<file path="src/rtl/adcsnap_pkg.sv">
// Shared types and bit positions for the ADC snapshot trigger/capture controller.
package adcsnap_pkg;

    typedef enum logic [2:0] {
        ST_IDLE,
        ST_ARMED,
        ST_DELAY,
        ST_CAPTURE,
        ST_DONE
    } state_t;

    localparam int CTRL_ARM_BIT       = 0;
    localparam int CTRL_SOFT_TRIG_BIT = 1;
    localparam int STAT_DONE_BIT      = 31;
    localparam int STAT_ARMED_BIT     = 30;

    function automatic logic is_armed(state_t s);
        return (s == ST_ARMED) || (s == ST_DELAY);
    endfunction

endpackage

</file>
<file path="src/rtl/adcsnap_trig_ctrl_if.sv">
// BRAM write port of the snapshot path: the controller drives it, the BRAM consumes it.
interface adcsnap_trig_ctrl_if #(
    parameter int ADDR_W = 10,
    parameter int DATA_W = 64
);
    logic [ADDR_W-1:0] addr;
    logic [DATA_W-1:0] din;
    logic              we;

    modport master (output addr, din, we);
    modport slave  (input  addr, din, we);
endinterface

</file>
<file path="src/rtl/adcsnap_delay_cnt.sv">
// 32-bit loadable down-counter for the post-trigger delay; zero_next flags that
// the next decrement lands on zero.
module adcsnap_delay_cnt (
    input  logic        clk,
    input  logic        rst,
    input  logic        load,
    input  logic [31:0] load_val,
    input  logic        dec,
    output logic        zero_next
);
    logic [31:0] cnt_q;

    always_ff @(posedge clk) begin
        if (rst) begin
            cnt_q <= '0;
        end else if (load) begin
            cnt_q <= load_val;
        end else if (dec && (cnt_q != '0)) begin
            cnt_q <= cnt_q - 32'd1;
        end
    end

    assign zero_next = (cnt_q == 32'd1);

endmodule

</file>
<file path="src/rtl/adcsnap_trig_ctrl.sv">
// Trigger-and-capture controller: arm on a rising ctrl bit, skip trig_offset valid
// samples after the trigger, then write a 2^ADDR_W sample burst into the snapshot BRAM.
module adcsnap_trig_ctrl
    import adcsnap_pkg::*;
#(
    parameter int ADDR_W = 10,
    parameter int DATA_W = 64
) (
    input  logic                 user_clk,
    input  logic                 user_rst,
    input  logic [31:0]          ctrl_in,
    input  logic [31:0]          trig_offset,
    input  logic [DATA_W-1:0]    din,
    input  logic                 we,
    input  logic                 trig,
    adcsnap_trig_ctrl_if.master  bram,
    output logic [31:0]          status_out
);
    localparam int              CNT_W     = ADDR_W + 1;
    localparam logic [ADDR_W-1:0] LAST_ADDR = '1;

    state_t             state_q, state_d;
    logic [CNT_W-1:0]   count_q, count_d;
    logic               arm_q, edge_q;
    logic               wr;
    logic               cnt_load, cnt_dec, zero_next;
    logic               trig_event;
    logic [ADDR_W-1:0]  addr_q;
    logic [DATA_W-1:0]  din_q;
    logic               we_q;
    logic [31:0]        status_q, status_d;

    // Control bits other than arm/soft_trig carry no meaning here.
    wire ctrl_unused = ^ctrl_in[31:2];

    assign trig_event = we & (trig | ctrl_in[CTRL_SOFT_TRIG_BIT]);

    adcsnap_delay_cnt u_delay_cnt (
        .clk       (user_clk),
        .rst       (user_rst),
        .load      (cnt_load),
        .load_val  (trig_offset),
        .dec       (cnt_dec),
        .zero_next (zero_next)
    );

    always_comb begin
        // NOTE: every variable gets a default first so no path leaves it unassigned
        // and no latch is inferred.
        state_d  = state_q;
        count_d  = count_q;
        wr       = 1'b0;
        cnt_load = 1'b0;
        cnt_dec  = 1'b0;

        if (edge_q) begin
            state_d = ST_ARMED;
            count_d = '0;
        end else begin
            unique case (state_q)
                ST_ARMED: begin
                    if (trig_event) begin
                        if (trig_offset == '0) begin
                            wr = 1'b1;
                        end else begin
                            cnt_load = 1'b1;
                            state_d  = ST_DELAY;
                        end
                    end
                end
                ST_DELAY: begin
                    if (we) begin
                        cnt_dec = 1'b1;
                        wr      = zero_next;
                    end
                end
                ST_CAPTURE: wr = we;
                default: ;
            endcase

            // The write address equals the running count, so the last slot ends the burst.
            if (wr) begin
                count_d = count_q + CNT_W'(1);
                state_d = (count_q[ADDR_W-1:0] == LAST_ADDR) ? ST_DONE : ST_CAPTURE;
            end
        end
    end

    always_comb begin
        status_d                 = '0;
        status_d[STAT_DONE_BIT]  = (state_d == ST_DONE);
        status_d[STAT_ARMED_BIT] = is_armed(state_d);
        status_d[ADDR_W:0]       = count_d;
    end

    // NOTE: state is updated with non-blocking assignments so every register
    // samples the pre-edge values, independent of statement order.
    always_ff @(posedge user_clk) begin
        if (user_rst) begin
            state_q  <= ST_IDLE;
            count_q  <= '0;
            arm_q    <= 1'b0;
            edge_q   <= 1'b0;
            we_q     <= 1'b0;
            addr_q   <= '0;
            din_q    <= '0;
            status_q <= '0;
        end else begin
            arm_q    <= ctrl_in[CTRL_ARM_BIT];
            edge_q   <= ctrl_in[CTRL_ARM_BIT] & ~arm_q;
            state_q  <= state_d;
            count_q  <= count_d;
            status_q <= status_d;
            we_q     <= wr;
            if (wr) begin
                addr_q <= count_q[ADDR_W-1:0];
                din_q  <= din;
            end else if (edge_q) begin
                addr_q <= '0;
            end
        end
    end

    assign bram.addr  = addr_q;
    assign bram.din   = din_q;
    assign bram.we    = we_q;
    assign status_out = status_q;

endmodule
</file>
<file path="src/flat_wrapper.sv">
// flat-port wrapper written by rule: the top's interface ports become plain ports
module adcsnap_trig_ctrl_flat import adcsnap_pkg::*;
#(
    parameter int ADDR_W = 10,
    parameter int DATA_W = 64
)
  (user_clk, user_rst, ctrl_in, trig_offset, din, we, trig, status_out, bram_addr, bram_din, bram_we);
  adcsnap_trig_ctrl_if #(.ADDR_W(ADDR_W), .DATA_W(DATA_W)) bram_i ();
  input  logic user_clk;
  input  logic user_rst;
  input  logic [31:0] ctrl_in;
  input  logic [31:0] trig_offset;
  input  logic [DATA_W-1:0] din;
  input  logic we;
  input  logic trig;
  output logic [31:0] status_out;
  output wire logic [$bits(bram_i.addr)-1:0] bram_addr;
  output wire logic [$bits(bram_i.din)-1:0] bram_din;
  output wire logic [$bits(bram_i.we)-1:0] bram_we;
  assign bram_addr = bram_i.addr;
  assign bram_din = bram_i.din;
  assign bram_we = bram_i.we;
  adcsnap_trig_ctrl #(.ADDR_W(ADDR_W), .DATA_W(DATA_W)) u_core (.user_clk(user_clk), .user_rst(user_rst), .ctrl_in(ctrl_in), .trig_offset(trig_offset), .din(din), .we(we), .trig(trig), .bram(bram_i), .status_out(status_out));
endmodule
</file>
<file path="config.mk">
export PLATFORM = sky130hd
export DESIGN_NAME = adcsnap_trig_ctrl_flat
export DESIGN_NICKNAME = d
export VERILOG_FILES = /design/src/rtl/adcsnap_pkg.sv /design/src/rtl/adcsnap_trig_ctrl_if.sv /design/src/rtl/adcsnap_delay_cnt.sv /design/src/rtl/adcsnap_trig_ctrl.sv /design/src/flat_wrapper.sv
export SDC_FILE = /design/constraint.sdc
export NUM_CORES = 1
export LEC_CHECK = 0
export BUFFER_PORTS_ARGS = -buffer_cell sky130_fd_sc_hd__buf_4
export CAP_MARGIN = 20
export CORE_MARGIN = 2
export CORE_UTILIZATION = 40
export CTS_BUF_LIST = sky130_fd_sc_hd__clkbuf_8
export DETAILED_ROUTE_END_ITERATION = 12
export PLACE_DENSITY = 0.79
export SYNTH_ARGS = -nofsm -noshare
export SYNTH_HDL_FRONTEND = slang
export SYNTH_SLANG_ARGS = --single-unit
</file>
<file path="constraint.sdc">
create_clock -name user_clk -period 3.25 [get_ports user_clk]
set_input_delay 0.4875 -clock user_clk [delete_from_list [all_inputs] [get_ports user_clk]]
set_output_delay 0.4875 -clock user_clk [all_outputs]
set_load 0.01 [all_outputs]
</file>
# Word-level counts from Yosys, hierarchy flattened
# Index checks and enable logic that the tools add are counted.
# classes
muxes,25
add_sub_neg,2
n_bitwise,4
reduce_logical,6
eq_ne,8
# op_table
cell,count
$mux W32,2
$eq A32 B1 Y1 const B,1
$logic_not A32 Y1,1
$reduce_bool A32 Y1,1
$sub A32 B1 Y32 const B,1
$mux W11,2
$mux W10,2
$mux W3,6
$mux W1,12
$add A11 B1 Y11 const B,1
$eq A10 B10 Y1 const B,1
$eq A3 B2 Y1 const B,3
$eq A3 B1 Y1 const B,2
$reduce_bool A2 Y1,2
$eq A3 B3 Y1 const B,1
$pmux W1 S3,1
$and A1 B1 Y1,2
$logic_and A1 B1 Y1,1
$logic_or A1 B1 Y1,1
$not A1 Y1,1
$or A1 B1 Y1,1
# totals
wordCells,55
ff_bits,155
inputBits,132
output_inout_bits,107

# Depth between registers and ports, before layout
# logic_depth
word_depth,9
depth_mapped,10
mapped_depth_nobuf,7

# By module
# A second synthesis with hierarchy kept.
# unflattened
hier_cells,711
hier_area_um2,5704.2
# by_module_without_submodules
module,cells_per_inst,instances,seq_area_each_um2,area_each_um2
adcsnap_trig_ctrl,461,1,1861.8,3681.0
adcsnap_delay_cnt,250,1,640.6,2023.2

# Worst setup path before layout
# OpenSTA, ideal clock, no wires.
# synth_timing
path_kind,register to register
from,register u_core.u_delay_cnt.cnt_q[8]
to,"register u_core.din_q[0], in the netlist u_core.bram.din[0]"
arrival_time_ns,2.408
period_less_slack_ns,2.480
stages_incl_launch_ff,10
n_path_buf,3
t_required_ns,3.178
setup_slack_ns,0.770
setup_time_ns,0.072
cell_sequence,dfxtp_1 or4_4 nor4b_4 and4_1 buf_4 a32oi_4 a21oi_2 buf_6 buf_12 mux2i_1
# synth_between
elab_chain_cells,5
# synth_rtl
element,line_no,text
"start, declared",adcsnap_delay_cnt.sv:11,logic [31:0] cnt_q;
"start signal, assigned",adcsnap_delay_cnt.sv:17,cnt_q <= load_val;
"start signal, assigned",adcsnap_delay_cnt.sv:19,cnt_q <= cnt_q - 32'd1;
$eq A32 B1 Y1,adcsnap_delay_cnt.sv:23,assign zero_next = (cnt_q == 32'd1);
$mux W1,adcsnap_trig_ctrl.sv:72,if (we) begin
$pmux W1 S3,adcsnap_trig_ctrl.sv:60,unique case (state_q)
$mux W1 (2 in a row),adcsnap_trig_ctrl.sv:56,if (edge_q) begin
"end signal, assigned",adcsnap_trig_ctrl.sv:117,din_q <= din;
"end, declared",adcsnap_trig_ctrl.sv:29,logic [DATA_W-1:0] din_q;
# No other way between the ends. The select of a mux whose other input is x is not followed.
# A chain may end at the register's enable or synchronous reset.

# Worst setup path after layout
# layout_timing
from,register u_core.u_delay_cnt.cnt_q[2]
to,"register u_core.din_q[58], in the netlist u_core.bram.din[58]"
# The elaborated chain is that of the path after synthesis.

==> impl_metrics.env <==
export IMPL_cts_reportedPaths_clkPinSlew_ns=0.08
export IMPL_postSynthAreaPerCell_um2=8.809
export IMPL_ys_seq_elements=125
export IMPL_clock_tree_from_tritoncts="done"
export IMPL_holdCritPathClass="in2reg"
export IMPL_final_period_utilization=0.8882
export IMPL_total_inserted_antenna_cells=0
export IMPL_max_slew_margin_rel=0.3899
export IMPL_crit_type="reg2reg"
export IMPL_ys_top_cells_by_count="nand2_1, dfxtp_1, mux2i_1, a21oi_1, clkbuf_1"
export IMPL_pwr_density_cell_nw_per_um2=424.6
export IMPL_wl_per_cell_um=14.57
export IMPL_report_final_hold_viol_count=0
export IMPL_run_status="finished, final reports clean"
export IMPL_drt_antenna_violating_nets=0
export IMPL_global_route_overflow_total=0
export IMPL_async_s_r_ff_share_synth=0
export IMPL_worst_endpoint_required_ns=3.62
export IMPL_design_core_area_um2=15030
export IMPL_dp_hpwl_um=11210
export IMPL_worst_pin_slew_ns=0.9152
export IMPL_number_of_cells_on_the_worst_reg_to_reg_path=7
export IMPL_viasPerCell=5.268
export IMPL_crit_arrival_ns=3.26
export IMPL_synthCells=692
export IMPL_final_period_minus_worst_setup_slack_ns=2.887
export IMPL_maxCapViolations=0
export IMPL_drt_initial_drc_count=427
export IMPL_critical_path_buf_inv_count=1
export IMPL_width_of_the_die_um=127.5
export IMPL_drc=0
export IMPL_setup_worst_path_end_class="flop"
export IMPL_clock_insertion_delay_worst_skew_ns=0.44
export IMPL_cts_root_buffer_cell="clkbuf_8"
export IMPL_max_clock_path_buffers=2
export IMPL_seq_area_frac_synth=0.4105
export IMPL_synth_top_cell_area_share=0.4105
export IMPL_yosysMostFrequentCell="nand2_1"
export IMPL_multiInputGateArea_um2=3204
export IMPL_synth_enable_flop_cells=0
export IMPL_power_leakage_nw=3.260
export IMPL_die_area_um2=16240
export IMPL_worst_slack_ns=0.3633
export IMPL_crit_chain="or4_1 -> nor4_2 -> and4_1 -> a32oi_4 -> a21oi_4 -> buf_4 -> mux2i_1"
export IMPL_max_freq_ghz=0.3464
export IMPL_path_depth=7
export IMPL_setup_violations=0
export IMPL_route_final_wire_length_um=15640
export IMPL_dieHeight_um=127.5
export IMPL_htree_num_levels=4
export IMPL_crit_path_max_fanout=10
export IMPL_pre_cts_ws_ns=0.3466
export IMPL_filler_cells_inserted=1395
export IMPL_cts_setup_buffers=0
export IMPL_setup_tns_final_ns=0
export IMPL_post_route_cell_area_um2=8025
export IMPL_start_kind="flop"
export IMPL_cell_with_the_largest_stage_delay_on_the_worst_path="or4_1"
export IMPL_final_core_util=0.5338
export IMPL_clock_sinks=125
export IMPL_ys_flop_type="dfxtp_1"
export IMPL_worst_path_dominant_cell_family="simple AND/OR/NAND/NOR gates"
export IMPL_rows=45
export IMPL_antenna_found_initial=0
export IMPL_routabilityCongestion=0.8166
export IMPL_flow_area_growth_from_synthesis_pct=31.65
export IMPL_slowest_delay_ns=0.72
export IMPL_starting_density_of_the_core=0.4055
export IMPL_grt_pass1_wl_um=25610
export IMPL_synth_area_um2=6096
export IMPL_timing_max_transition_violations_final=0
export IMPL_rsz0062_at_grt="no"
export IMPL_cts_hold_repair_buffers=0
export IMPL_synth_warnings=0
export IMPL_detailroute_via_count=5658
export IMPL_yosysTopAreaCell="dfxtp_1"
export IMPL_area_sequential_um2=2502
export IMPL_cts_resized_gates=0
export IMPL_detailed_place_area_um2=7616
export IMPL_placement_io_buffers=189
export IMPL_via_count_of_the_first_global_routing_pass=5448
export IMPL_largest_net_degree_at_the_start_of_global_routing=81
export IMPL_numCtsBuffers=17
export IMPL_gr_usage_all_layers=0.1943
export IMPL_synth_cell_types=67
export IMPL_drt_pre_antenna_iters=5
export IMPL_irDropWorstVdd_mv=0.2663
export IMPL_finish_net_count=1009
export IMPL_ys_top_cells_by_area="dfxtp_1, mux2i_1, nand2_1, a21oi_1, buf_4"
export IMPL_hold_path_cell_count=2
export IMPL_post_route_cells_drive_above_1_share=0.2946
export IMPL_worst_clk_skew_ns=0.01353
export IMPL_top_level_ports=239
[where the power goes]
part	switching [W]	internal [W]
Sequential	0.0000190	0.00155
Clock	0.000708	0.000710
Combinational	0.000233	0.000188
[worst register-to-register path, delay by kind of cell, from the launching register on]
family                 cells  cell delay (ns)
buffers and inverters      1             0.27
AOI/OAI and AO/OA          2             0.66
and+or+nand+nor            3             1.32
muxes                      1             0.20
DFF                        1             0.37
[layer usage]
layer	up-vias	track usage	wire length, um
met1	2625	0.2383	6607
li1	2818	-	-
met3	27	0.06114	1138
met4	0	0.07434	351
met5	-	0	0
met2	188	0.3193	7547
[metrics by stage]
step	total power (W)	std cells	hold WS [ns]
floorplan	0.001866	710	0.3674
global placement	0.002016	1042	0.3723
CTS	0.003440	1074	0.2628
detailed placement	0.002021	1042	0.3775
global route	0.003569	1074	0.2553
finish	0.003407	1074	0.2890
[path summary, 6_finish.rpt]
kind,start,endpoint,slack (ns)
min reg2reg,u_core.arm_q,u_core.edge_q,0.38
max,u_core.u_delay_cnt.cnt_q[2],u_core.bram.din[58],0.36
max reg2reg,u_core.u_delay_cnt.cnt_q[2],u_core.bram.din[58],0.36
min,ctrl_in[0],u_core.arm_q,0.29
[registers in the layout, summed over array words and instances, names as in the netlist]
register / cells
u_core.status_out: 3
u_core.bram.addr: 10
u_core.u_delay_cnt.cnt_q: 32
u_core.arm_q: 1
u_core.state_q: 3
u_core.count_q: 10
u_core.bram.din: 64
u_core.bram.we: 1
u_core.edge_q: 1
[layout by cell type, fill, tap and decap left out, drive strengths merged, types with 6 or more instances in the layout]
cell,instances
a21oi,35
a22oi,9
a31oi,11
a32oi,7
buf,210
clkbuf,17
conb,19
dfxtp,125
inv,17
mux2i,76
nand2,162
nand3,19
nor2,16
nor3,8
nor4,12
o2111ai,8
o211ai,9
o21ai,23
o311ai,7
or3,15
or4,6
[layout make-up]
class,instances,share of cell area
timing repair buffer,210,0.2042
multi-input combinational,510,0.3993
sequential,125,0.3118
clock inverter,15,0.02183
tap,188,0.02931
inverter,9,0.004365
clock buffer,17,0.02915
[cells by family after synthesis]
logic type	synth area share
and+or+nand+nor	0.2128
AOI/OAI and AO/OA	0.1613
DFF	0.4105
muxes	0.1285
buffers and inverters	0.07656
adders and majority gates	0.008211
other	0.0006152
xor gates and xnor gates	0.001437
(Power assumes the default switching activity.)
